<file path="config.mk">
export PLATFORM = sky130hd
export DESIGN_NAME = bcd_down_counter_flat
export DESIGN_NICKNAME = d
export VERILOG_FILES = /design/src/rtl/bcd_pkg.sv /design/src/rtl/bcd_down_counter_if.sv /design/src/rtl/bcd_down_digit.sv /design/src/rtl/bcd_down_counter.sv /design/src/flat_wrapper.sv
export SDC_FILE = /design/constraint.sdc
export NUM_CORES = 1
export LEC_CHECK = 0
export BUFFER_PORTS_ARGS = -buffer_cell sky130_fd_sc_hd__buf_4
export CORE_MARGIN = 4
export CORE_UTILIZATION = 44
export DETAILED_ROUTE_END_ITERATION = 6
export GPL_TIMING_DRIVEN = 1
export HOLD_SLACK_MARGIN = 0.05
export PLACE_DENSITY = 0.72
export SYNTH_ARGS = -nofsm -noshare
export SYNTH_HDL_FRONTEND = slang
export SYNTH_HIERARCHICAL = 1
export SYNTH_SLANG_ARGS = --single-unit
</file>
<file path="constraint.sdc">
create_clock -name clk -period 2.59 [get_ports clk]
set_input_delay 0.1295 -clock clk [delete_from_list [all_inputs] [get_ports clk]]
set_output_delay 0.1295 -clock clk [all_outputs]
set_load 0.02 [all_outputs]
</file>
<file path="src/rtl/bcd_pkg.sv">
// Shared BCD types, constants and digit helpers for the BCD counter family.
package bcd_pkg;

  typedef logic [3:0] bcd_digit_t;

  localparam bcd_digit_t BCD_ZERO = 4'd0;
  localparam bcd_digit_t BCD_MAX  = 4'd9;

  // Non-decimal codes A-F are pulled down to the largest legal digit.
  function automatic bcd_digit_t bcd_clamp(input bcd_digit_t d);
    return (d > BCD_MAX) ? BCD_MAX : d;
  endfunction

  function automatic bcd_digit_t bcd_dec(input bcd_digit_t d);
    return (d == BCD_ZERO) ? BCD_MAX : bcd_digit_t'(d - 4'd1);
  endfunction

endpackage

</file>
<file path="src/rtl/bcd_down_counter_if.sv">
// Control/status bundle between a BCD down-counter and the logic that drives it.
interface bcd_down_counter_if #(
  parameter int DIGITS = 4
);

  logic                  load;
  logic [4*DIGITS-1:0]   load_value;
  logic                  enable;
  logic [4*DIGITS-1:0]   count;
  logic                  borrow;
  logic                  zero;

  modport master (
    output load,
    output load_value,
    output enable,
    input  count,
    input  borrow,
    input  zero
  );

  modport slave (
    input  load,
    input  load_value,
    input  enable,
    output count,
    output borrow,
    output zero
  );

endinterface

</file>
<file path="src/rtl/bcd_down_digit.sv">
// One BCD digit register: clamped parallel load, or decrement with 0 -> 9 borrow wrap.
module bcd_down_digit
  import bcd_pkg::*;
(
  input  logic       clk,
  input  logic       reset,
  input  logic       dec_in,
  input  logic       load,
  input  bcd_digit_t load_digit,
  output bcd_digit_t digit,
  output logic       is_zero
);

  bcd_digit_t digit_d;
  bcd_digit_t digit_q;

  always_comb begin
    digit_d = digit_q;
    if (load) begin
      digit_d = bcd_clamp(load_digit);
    end else if (dec_in) begin
      digit_d = bcd_dec(digit_q);
    end
  end

  always_ff @(posedge clk) begin
    if (reset) begin
      digit_q <= BCD_ZERO;
    end else begin
      digit_q <= digit_d;
    end
  end

  assign digit   = digit_q;
  assign is_zero = (digit_q == BCD_ZERO);

endmodule

</file>
<file path="src/rtl/bcd_down_counter.sv">
// Multi-digit BCD down-counter with registered borrow and zero flags.
// Define BCD_DOWN_SATURATE_EN to stop at zero instead of wrapping to all nines.
module bcd_down_counter
  import bcd_pkg::*;
#(
  parameter int DIGITS = 4
) (
  input  logic                clk,
  input  logic                reset,
  bcd_down_counter_if.slave   bus
);

`ifdef BCD_DOWN_SATURATE_EN
  localparam bit SATURATE_EN = 1'b1;
`else
  localparam bit SATURATE_EN = 1'b0;
`endif

  logic [4*DIGITS-1:0] count_w;
  logic [DIGITS-1:0]   dig_zero;
  logic [DIGITS-1:0]   dig_dec;
  logic                upper_zero;
  logic                all_zero;
  logic                count_is_one;
  logic                dec_go;
  logic                run;
  logic                borrow_d;
  logic                borrow_q;
  logic                zero_d;
  logic                zero_q;

  always_comb begin
    upper_zero = 1'b1;
    for (int i = 1; i < DIGITS; i++) begin
      upper_zero = upper_zero & dig_zero[i];
    end
    all_zero     = upper_zero & dig_zero[0];
    count_is_one = upper_zero & (count_w[3:0] == 4'd1);
  end

  // A digit steps only when every lower digit is zero; saturate mode freezes the whole chain at zero.
  always_comb begin
    dec_go = bus.enable & ~bus.load & ~(SATURATE_EN & all_zero);
    run    = dec_go;
    dig_dec = '0;
    for (int i = 0; i < DIGITS; i++) begin
      dig_dec[i] = run;
      run        = run & dig_zero[i];
    end
  end

  for (genvar i = 0; i < DIGITS; i++) begin : g_digit
    bcd_down_digit u_digit (
      .clk        (clk),
      .reset      (reset),
      .dec_in     (dig_dec[i]),
      .load       (bus.load),
      .load_digit (bus.load_value[4*i +: 4]),
      .digit      (count_w[4*i +: 4]),
      .is_zero    (dig_zero[i])
    );
  end

  // Clamping never turns a nonzero digit into zero, so the raw load value decides the zero flag.
  always_comb begin
    borrow_d = 1'b0;
    zero_d   = zero_q;
    if (bus.load) begin
      zero_d = (bus.load_value == '0);
    end else if (bus.enable) begin
      borrow_d = ~SATURATE_EN & all_zero;
      zero_d   = count_is_one | (SATURATE_EN & all_zero);
    end
  end

  always_ff @(posedge clk) begin
    if (reset) begin
      borrow_q <= 1'b0;
      zero_q   <= 1'b1;
    end else begin
      borrow_q <= borrow_d;
      zero_q   <= zero_d;
    end
  end

  assign bus.count  = count_w;
  assign bus.borrow = borrow_q;
  assign bus.zero   = zero_q;

endmodule

</file>
<file path="src/flat_wrapper.sv">
// flat-port wrapper written by rule: the top's interface ports become plain ports
module bcd_down_counter_flat import bcd_pkg::*;
#(
  parameter int DIGITS = 4
)
  (clk, reset, bus_load, bus_load_value, bus_enable, bus_count, bus_borrow, bus_zero);
  bcd_down_counter_if #(.DIGITS(DIGITS)) bus_i ();
  input  logic clk;
  input  logic reset;
  input wire logic [$bits(bus_i.load)-1:0] bus_load;
  input wire logic [$bits(bus_i.load_value)-1:0] bus_load_value;
  input wire logic [$bits(bus_i.enable)-1:0] bus_enable;
  output wire logic [$bits(bus_i.count)-1:0] bus_count;
  output wire logic [$bits(bus_i.borrow)-1:0] bus_borrow;
  output wire logic [$bits(bus_i.zero)-1:0] bus_zero;
  assign bus_i.load = bus_load;
  assign bus_i.load_value = bus_load_value;
  assign bus_i.enable = bus_enable;
  assign bus_count = bus_i.count;
  assign bus_borrow = bus_i.borrow;
  assign bus_zero = bus_i.zero;
  bcd_down_counter #(.DIGITS(DIGITS)) u_core (.clk(clk), .reset(reset), .bus(bus_i));
endmodule
</file>
==> flow_metrics.env, run 1 <==
export IMPL_drive_gt1_frac=0.3158
export IMPL_grt_pass1_vias=1108
export IMPL_dp_cells=195
export IMPL_ant_nets=0
export IMPL_cp_slowest_stage_delay_ns=0.39
export IMPL_synth_cell_type_count=26
export IMPL_grt_usage=0.1830
export IMPL_utilization=0.6318
export IMPL_io_buffers=37
export IMPL_finalSetupTns_ns=0
export IMPL_routed_via_density=5.995
export IMPL_layout_cells_non_filler=199
export IMPL_drv_cap=0
export IMPL_power_mw=0.6713
export IMPL_grt_antenna_before_repair=0
export IMPL_fp_dieArea_um2=3350
export IMPL_grt_first_pass_wirelength_mm=4.843
export IMPL_finClkSkew_ns=0.003292
export IMPL_crit_path_cell_trace="nor4_1, nand2_1, nor2_1, nor3b_2, o211ai_1, a31oi_1"
export IMPL_hold_buffers=0
export IMPL_crit_buf_inv=0
export IMPL_crit_arrival_ns=2.12
export IMPL_synth_simple_area_share=0.3794
export IMPL_die_y_um=57.88
export IMPL_cts_sinks=18
export IMPL_required_ns=2.81
export IMPL_n_antenna_cell=0
export IMPL_finalCritPeriodShare=0.7304
export IMPL_synth_top_family_by_area="simple AND/OR/NAND/NOR gates"
export IMPL_vdd_drop_max_mv=0.3373
export IMPL_r2r_end="u_core/g_digit[3].u_digit/digit[1]"
export IMPL_avgSynthCellArea_um2=8.487
export IMPL_reg2reg_from="u_core/g_digit[0].u_digit/digit[0]"
export IMPL_cts_buffers=3
export IMPL_cts_buffer_depth=2
export IMPL_cts_clk_slew_worst_paths_ns=0.11
export IMPL_start_util=0.4766
export IMPL_cts_setup_buffers=0
export IMPL_syn_to_final_growth_pct=32.57
export IMPL_hold_end="u_core/g_digit[0].u_digit/digit[1]"
export IMPL_cts_tree="built"
export IMPL_powerDensity_nw_per_um2=462.5
export IMPL_wl_per_cell_um=15.21
export IMPL_drtIter0Drc=28
export IMPL_hold_viol_final=0
export IMPL_start_kind="flop"
export IMPL_cts_resized=0
export IMPL_finalCriticalPeriod_ns=1.892
export IMPL_worst_r2r_cell_count=6
export IMPL_rsz0062_at_grt="false"
export IMPL_grt_overflow_total=0
export IMPL_core_area_um2=2297
export IMPL_p_leak_nw=0.5945
export IMPL_hp_class="in2reg"
export IMPL_ff2ff_setup_slack_ns=0.70
export IMPL_synth_compound_area_share=0.2149
export IMPL_critical_path_slowest_cell="dfxtp_1"
export IMPL_nets=192
export IMPL_drcViolationCount=0
export IMPL_path_delay_family="simple AND/OR/NAND/NOR gates"
export IMPL_worstMarginPinSlew_ns=0.3253
export IMPL_crit_path_max_fanout=6
export IMPL_ys_seq_area_frac=0.3291
export IMPL_hold_depth=3
export IMPL_first_pass_iters=4
export IMPL_hold_start="bus_load_value[1]"
export IMPL_grt_max_degree=28
export IMPL_path_class="reg2reg"
export IMPL_die_x_um=57.88
export IMPL_place_hpwl_mm=2.315
export IMPL_synth_warnings=6
export IMPL_gp_congestion=0.8637
export IMPL_vias=1193
export IMPL_synthMuxAreaShare=0
export IMPL_io_pins=38
export IMPL_htreeDepth=1
export IMPL_syn_area_um2=1095
export IMPL_rows=17
export IMPL_status="completed"
export IMPL_totalWireLength_mm=3.027
export IMPL_yosys_register_bits=18
export IMPL_synth_nets=149
export IMPL_root_buffer="clkbuf_4"
export IMPL_clk_latency_ns=0.29
export IMPL_finalSetupViolations=0
export IMPL_synthCells=129
export IMPL_synthAdderAreaFrac=0
export IMPL_fmax_ghz=0.5286
export IMPL_slew_limit_headroom=0.7811
export IMPL_cp_end_kind="flop"
export IMPL_synth_xor_area_share=0.03200
export IMPL_finalMaxSlewViolations=0
==> where the power goes <==
group          switching [mW]  leakage, nW  internal [mW]
combinational          0.0891        0.425         0.0830
clock                  0.0914       0.0210         0.0856
sequential             0.0280        0.149          0.294
==> metrics by stage <==
step	setup WS [ns]	instance area, um2	hold slack [ns]
final	0.6983	1451	0.1319
after floorplan	0.7889	1095	0.1989
after CTS	0.6837	1451	0.1160
after detailed placement	0.7093	1415	0.4415
after global routing	0.4979	1451	0.1106
after global placement	0.7822	1415	0.4284
==> logic make-up (layout without fill, tap and decap cells) <==
kind of cell              count (synthesis)  count (layout)
buffers and inverters                    13              55
DFF                                      18              18
xor gates and xnor gates                  4               4
and+or+nand+nor                          61              61
AOI/OAI and AO/OA                        33              33
==> cell usage in the layout (no fill, tap or decap) <==
cell      count
nor2b_1       1
inv_1        12
o21ai_0       4
nand2b_4      4
nor2_1       11
nor4_2        1
o211ai_1      8
clkbuf_8      1
o31a_1        8
buf_4        38
nand2_1       6
or4b_1        1
and3_1        1
inv_2         1
a221oi_1      4
nor3b_2       4
nor3b_1       1
xnor2_1       4
dfxtp_1      18
nand4_1       6
nand4b_1      4
nor4b_2       1
a21oi_1       5
nor3_2        1
nand3_1       9
a31oi_1       4
nor4_1        9
nor3_1        1
clkbuf_4      3
==> area by class of cell <==
| cell class | instances | area [um2] |
|---|---|---|
| multi-input combinational | 98 | 685.7 |
| clock buffer | 4 | 36.28 |
| timing repair buffer | 38 | 285.3 |
| inverter | 13 | 48.80 |
| fill | 214 | 845.8 |
| tap | 28 | 35.03 |
| sequential | 18 | 360.3 |
==> worst min-delay path: stages <==
cell,delay [ns]
buf_4,0.11
nand3_1,0.07
a31oi_1,0.07
==> layer usage <==
metal	vias up	global-route usage	part of all wire
li1	585	-	-
met1	569	0.2279	0.45
met4	0	0.06623	0.0056
met2	37	0.3097	0.48
met3	2	0.03786	0.061
met5	-	0	0
==> cell usage after synthesis, drive strengths merged <==
cell type | count | share of area
dfxtp | 18 | 0.33
nor3 | 2 | 0.014
xnor2 | 4 | 0.032
o211ai | 8 | 0.055
nor2b | 1 | 0.0057
o21ai | 4 | 0.018
and3 | 1 | 0.0057
nor3b | 5 | 0.053
nand4b | 4 | 0.032
nand2b | 4 | 0.050
a21oi | 5 | 0.023
o31a | 8 | 0.064
or4b | 1 | 0.0091
nand2 | 6 | 0.021
inv | 13 | 0.045
a31oi | 4 | 0.023
a221oi | 4 | 0.032
nand3 | 9 | 0.041
nor2 | 11 | 0.038
nor4b | 1 | 0.014
nor4 | 10 | 0.063
nand4 | 6 | 0.034
==> state kept, by name, summed over array words and instances, names as in the netlist <==
name,cells
u_core/bus.borrow,1
u_core/bus.zero,1
u_core/g_digit.u_digit/digit,16
==> how the worst max path moves through the flow <==
| stage | start | end | slack, ns | depth (start not counted) |
|---|---|---|---|---|
| after floorplan | u_core/g_digit[0].u_digit/digit[0] | u_core/g_digit[3].u_digit/digit[3] | 0.79 | 6 |
| after global placement | u_core/g_digit[0].u_digit/digit[0] | u_core/g_digit[3].u_digit/digit[3] | 0.78 | 6 |
| after detailed placement | u_core/g_digit[0].u_digit/digit[0] | u_core/g_digit[3].u_digit/digit[3] | 0.71 | 6 |
| after CTS | u_core/g_digit[0].u_digit/digit[0] | u_core/g_digit[3].u_digit/digit[1] | 0.68 | 6 |
| after global routing | u_core/g_digit[1].u_digit/digit[0] | u_core/g_digit[3].u_digit/digit[1] | 0.50 | 6 |
| final | u_core/g_digit[0].u_digit/digit[0] | u_core/g_digit[3].u_digit/digit[1] | 0.70 | 6 |
No activity file was read; power rests on OpenSTA's default activity.
==> inputs of run 2 (changes only) <==
ABC_AREA = 1   (was unset)
PLACE_DENSITY = 0.69   (was 0.72)
clock period = 1.9 ns   (was 2.59 ns; I/O delays follow)
==> run 2 against run 1 <==
  * Flip-flop and latch count unchanged
  * Setup slack worse by 0.23 ns
  * Sequential share of layout area down 3.1 points
  * Maximum frequency up 32%
  * Global-route usage down 2.1 points
  * Power up 51%
  * Synthesized cell count up 69%
  * Final area up 14%
  * Sequential power up 39%
  * Via count up 16%
  * Synthesized area up 20%
  * Highest routed layer unchanged
  * Largest power group unchanged
==> flow_metrics.env, run 2 <==
export IMPL_rows=19
export IMPL_synth_cell_type_count=17
export IMPL_drv_cap=0
export IMPL_cp_end_kind="flop"
export IMPL_grt_overflow_total=0
export IMPL_htreeDepth=1
export IMPL_r2r_end="u_core/g_digit[3].u_digit/digit[0]"
export IMPL_hp_class="in2reg"
export IMPL_grt_first_pass_wirelength_mm=5.306
export IMPL_cts_buffer_depth=2
export IMPL_finalCriticalPeriod_ns=1.435
export IMPL_cts_setup_buffers=0
export IMPL_syn_area_um2=1318
export IMPL_synth_area_top_cells="dfxtp_1 27%, nand2_1 16%, inv_1 9.7%"
export IMPL_n_antenna_cell=0
export IMPL_vias=1380
export IMPL_synth_most_common_cell="nand2_1"
export IMPL_clk_latency_ns=0.29
export IMPL_reg2reg_from="u_core/g_digit[1].u_digit/digit[0]"
export IMPL_synthCells=218
export IMPL_vdd_drop_max_mv=0.2847
export IMPL_finalSetupViolations=0
export IMPL_fp_dieArea_um2=3934
export IMPL_slew_limit_headroom=0.8297
export IMPL_hold_end="u_core/g_digit[2].u_digit/digit[3]"
export IMPL_yosys_register_bits=18
export IMPL_ys_seq_area_frac=0.2735
export IMPL_cts_sinks=18
export IMPL_cts_tree="built"
export IMPL_avgSynthCellArea_um2=6.044
export IMPL_synth_common_cells="55 x nand2_1, 34 x inv_1, 27 x nor2_1"
export IMPL_cts_buffers=3
export IMPL_fill_cells=289
export IMPL_layout_commonest_cell="nand2_1"
export IMPL_crit_path_max_fanout=6
export IMPL_grt_max_degree=19
export IMPL_hold_start="reset"
export IMPL_path_class="reg2reg"
export IMPL_first_pass_iters=4
export IMPL_routed_via_density=4.775
export IMPL_hold_depth=2
export IMPL_ff2ff_setup_slack_ns=0.46
export IMPL_status="completed"
export IMPL_yosysTopAreaCell="dfxtp_1"
export IMPL_die_x_um=62.72
export IMPL_ant_nets=0
export IMPL_grt_antenna_before_repair=0
export IMPL_cts_clk_slew_worst_paths_ns=0.11
export IMPL_drcViolationCount=0
export IMPL_powerDensity_nw_per_um2=610.8
export IMPL_regArea_um2=360.3
export IMPL_finalSetupTns_ns=0
export IMPL_totalWireLength_mm=3.049
export IMPL_place_hpwl_mm=2.398
export IMPL_dp_cells=286
export IMPL_mostFrequentLayoutCells="55 x nand2_1, 37 x buf_4, 34 x inv_1, 27 x nor2_1, 18 x dfxtp_1"
export IMPL_drive_gt1_frac=0.2984
export IMPL_synth_edf_count=0
export IMPL_multi_input_area_um2=814.5
export IMPL_wl_per_cell_um=10.55
export IMPL_fmax_ghz=0.6967
export IMPL_synth_nets=238
export IMPL_hold_viol_final=0
export IMPL_finalCritPeriodShare=0.7554
export IMPL_nets=280
export IMPL_crit_arrival_ns=1.66
export IMPL_synth_top_area_frac=0.2735
export IMPL_drtIter0Drc=60
export IMPL_hold_buffers=0
export IMPL_worstMarginPinSlew_ns=0.2551
export IMPL_finalMaxSlewViolations=0
export IMPL_required_ns=2.13
export IMPL_grt_pass1_vias=1244
export IMPL_start_kind="flop"
export IMPL_die_y_um=62.72
export IMPL_synth_warnings=6
export IMPL_core_area_um2=2805
export IMPL_gp_congestion=0.8055
export IMPL_finClkSkew_ns=0.008241
export IMPL_async_reset_ff_frac=0
export IMPL_start_util=0.4697
export IMPL_root_buffer="clkbuf_4"
export IMPL_ys_flop_type="dfxtp_1"
export IMPL_p_leak_nw=0.8561
export IMPL_rsz0062_at_grt="false"
export IMPL_syn_to_final_growth_pct=25.74
export IMPL_worst_r2r_cell_count=9
export IMPL_cts_resized=0
export IMPL_grt_usage=0.1620
export IMPL_layout_cells_non_filler=289
export IMPL_io_pins=38
export IMPL_io_buffers=37
export IMPL_startpoint="u_core/g_digit[1].u_digit/digit[0]"
export IMPL_largest_register_ffs=16
## run 2: per-stage QoR
step	total power, mW	util	hold WS (ns)	setup WS (ns)	area (um2)
after floorplan	0.6936	-	0.1574	0.5273	1318
after global placement	0.8294	0.5825	0.4202	0.5168	1634
after detailed placement	0.8288	0.5825	0.4167	0.5052	1634
after CTS	1.024	0.5905	0.1023	0.4793	1657
after global routing	1.095	0.5905	0.1121	0.2652	1657
final	1.012	0.5905	0.1073	0.4647	1657
## run 2: worst max-delay path by stage
stage                                               endpoint  slack (ns)
after global routing      u_core/g_digit[2].u_digit/digit[0]        0.27
after CTS                 u_core/g_digit[3].u_digit/digit[0]        0.48
final                     u_core/g_digit[3].u_digit/digit[0]        0.46
after global placement    u_core/g_digit[3].u_digit/digit[0]        0.52
after detailed placement  u_core/g_digit[2].u_digit/digit[0]        0.51
after floorplan           u_core/g_digit[2].u_digit/digit[2]        0.53
## run 2: where the power goes
group,switching [mW],internal (mW)
combinational,0.218,0.153
sequential,0.0403,0.407
clock,0.120,0.0737
total,0.378,0.634
## run 2: kinds of logic (layout without fill, tap and decap cells)
logic type             Yosys count  in the layout  synth area share
AOI/OAI and AO/OA               41             41            0.1956
buffers and inverters           38             78            0.1083
DFF                             18             18            0.2735
and+or+nand+nor                121            121            0.4226
## run 2: worst max-delay path: stages, from the launching register on
cell and delay [ns]:
dfxtp_1 0.39, nor2_4 0.16, nand2_2 0.08, inv_1 0.09, nand2_1 0.06, nor2_1 0.16, inv_1 0.08, o21ai_0 0.16
nand2_1 0.08, a21oi_1 0.12
## run 2: metal layers
| layer | GRT usage | share of wire | up-vias |
|---|---|---|---|
| li1 | - | - | 761 |
| met4 | 0.04959 | 0.010 | 0 |
| met1 | 0.2198 | 0.47 | 584 |
| met3 | 0.02518 | 0.049 | 4 |
| met5 | 0 | 0 | - |
| met2 | 0.2623 | 0.47 | 31 |
## run 2: final cells by class
type | count | area share
inverters | 38 | 0.08610
flip-flops and latches | 18 | 0.2175
repair buffers | 37 | 0.1677
well taps | 31 | 0.02341
clock buffers | 3 | 0.01360
multi-input cells | 162 | 0.4917
==> inputs of run 3 (changes only) <==
clock period = 1.5 ns   (was 1.9 ns; I/O delays follow)
==> run 3 against run 2 <==
  * Largest power group unchanged
  * Combinational power increased by 35%
  * Wire length up 3.6%
  * Clock skew shrank 0.0026 ns
  * Sequential share of layout area down 0.49 points
  * Via count rose by 5.5%
  * Setup slack got worse by 0.34 ns
  * Global-route usage grew 0.26 points
  * Highest routed layer unchanged
  * Clock-buffer cell count is the same
  * Register-to-register slack worse by 0.34 ns
  * Worst hold slack got worse by 0.022 ns
  * Critical endpoint unchanged
  * Final area increased by 3.0%
==> flow_metrics.env, run 3 (synthesis gave the netlist of run 2 again) <==
export IMPL_status="completed"
export IMPL_place_hpwl_mm=2.509
export IMPL_die_y_um=62.72
export IMPL_powerDensity_nw_per_um2=765.9
export IMPL_clk_latency_ns=0.29
export IMPL_nets=285
export IMPL_place_ws_ns=0.1243
export IMPL_io_buffers=37
export IMPL_critical_path_slowest_cell="dfxtp_1"
export IMPL_finalMaxSlewViolations=0
export IMPL_cp_end_kind="flop"
export IMPL_fmax_ghz=0.7261
export IMPL_io_pins=38
export IMPL_largest_register_ffs=16
export IMPL_ant_nets=0
export IMPL_finalCritPeriodShare=0.9181
export IMPL_final_area_um2=1707
export IMPL_power_switching_mw=0.4883
export IMPL_cts_tree="built"
export IMPL_multi_input_area_um2=824.5
export IMPL_drive_gt1_frac=0.3384
export IMPL_grt_max_degree=19
export IMPL_p_leak_nw=0.8808
export IMPL_crit_path_max_fanout=6
export IMPL_cts_sinks=18
export IMPL_path_class="reg2reg"
export IMPL_combPwrFrac=0.384
export IMPL_drtIter0Drc=90
export IMPL_core_area_um2=2805
export IMPL_hold_viol_final=0
export IMPL_crit_arrival_ns=1.60
export IMPL_mostFrequentLayoutCells="54 x nand2_1, 42 x buf_4, 33 x inv_1, 24 x nor2_1, 17 x nand2_2"
export IMPL_vias=1456
export IMPL_die_x_um=62.72
export IMPL_seq_power_share=0.429
export IMPL_cts_buffer_depth=2
export IMPL_fp_dieArea_um2=3934
export IMPL_gp_congestion=0.7920
export IMPL_cts_clk_slew_worst_paths_ns=0.11
export IMPL_grt_antenna_before_repair=0
export IMPL_crit_buf_inv=2
export IMPL_fill_cells=296
export IMPL_hp_class="in2reg"
export IMPL_placed_cell_area_um2=1672
export IMPL_rows=19
export IMPL_wl_per_cell_um=10.75
export IMPL_start_kind="flop"
export IMPL_vdd_drop_max_mv=0.4375
export IMPL_layout_commonest_cell="nand2_1"
export IMPL_n_antenna_cell=0
export IMPL_grt_pass1_vias=1310
export IMPL_worstMarginPinSlew_ns=0.2623
export IMPL_power_frac_clock=0.187
export IMPL_cts_buffers=3
export IMPL_totalWireLength_mm=3.160
export IMPL_hold_buffers=0
export IMPL_grt_first_pass_wirelength_mm=5.375
export IMPL_root_buffer="clkbuf_4"
export IMPL_regArea_um2=362.8
export IMPL_cp_slowest_stage_delay_ns=0.38
export IMPL_syn_to_final_growth_pct=29.53
export IMPL_routed_via_density=4.952
export IMPL_crit_path_cell_trace="nor2_4, nand2_2, inv_1, nand2_1, nor2_2, inv_1, o21ai_0, nand2_1, a21oi_1"
export IMPL_p_int_mw=0.8188
export IMPL_drv_cap=0
export IMPL_finClkSkew_ns=0.005598
export IMPL_finalSetupViolations=0
export IMPL_drcViolationCount=0
export IMPL_setup_slack_ns=0.1228
export IMPL_grt_usage=0.1645
export IMPL_path_delay_family="simple AND/OR/NAND/NOR gates"
export IMPL_start_util=0.4697
export IMPL_required_ns=1.73
export IMPL_grt_overflow_total=0
export IMPL_utilization=0.6084
export IMPL_finalCriticalPeriod_ns=1.377
export IMPL_htreeDepth=1
export IMPL_slew_limit_headroom=0.8249
export IMPL_first_pass_iters=4
export IMPL_swShare=0.3736
-- run 3: timing repair --
item,in CTS,in global routing
setup endpoints to repair,0,12
resized for setup,0,8
buffers inserted,0,0
-- run 3: worst paths after layout --
path,start,end,slack (ns),depth (start not counted)
max reg2reg,u_core/g_digit[2].u_digit/digit[0],u_core/g_digit[3].u_digit/digit[0],0.12,9
min reg2reg,u_core/g_digit[2].u_digit/digit[3],u_core/g_digit[2].u_digit/digit[3],0.51,2
max,u_core/g_digit[2].u_digit/digit[0],u_core/g_digit[3].u_digit/digit[0],0.12,9
min,reset,u_core/g_digit[1].u_digit/digit[3],0.09,2
-- run 3: cell type report --
type,count,area share
clock buffer,3,0.01320
inverter,38,0.08358
multi-input combinational,162,0.4831
sequential,18,0.2126
tap,31,0.02273
timing repair buffer,42,0.1848
-- run 3: routing by layer --
metal | wire (um) | vias to the layer above | GRT usage
met3 | 163 | 2 | 0.02518
met4 | 21 | 0 | 0.04959
met1 | 1491 | 641 | 0.2054
met5 | 0 | - | 0
li1 | - | 775 | -
met2 | 1483 | 38 | 0.2889
-- run 3: stage by stage --
step / cells / setup TNS (ns) / hold slack (ns) / total power [mW]
global route: 294 / -0.007242 / 0.08389 / 1.417
global placement: 291 / 0 / 0.3994 / 1.066
floorplan: 218 / 0 / 0.1374 / 0.8786
finish: 294 / 0 / 0.08551 / 1.307
detailed placement: 291 / 0 / 0.3982 / 1.067
CTS: 294 / 0 / 0.07833 / 1.313
-- run 3: power by group through the flow --
stage / logic, mW / clock network [mW] / registers, mW
5_1_grt: 0.563 / 0.284 / 0.570
2_1_floorplan: 0.262 / 0 / 0.617
4_1_cts: 0.497 / 0.255 / 0.561
3_3_place_gp: 0.496 / 0 / 0.570
6_report: 0.502 / 0.244 / 0.561
3_5_place_dp: 0.495 / 0 / 0.572
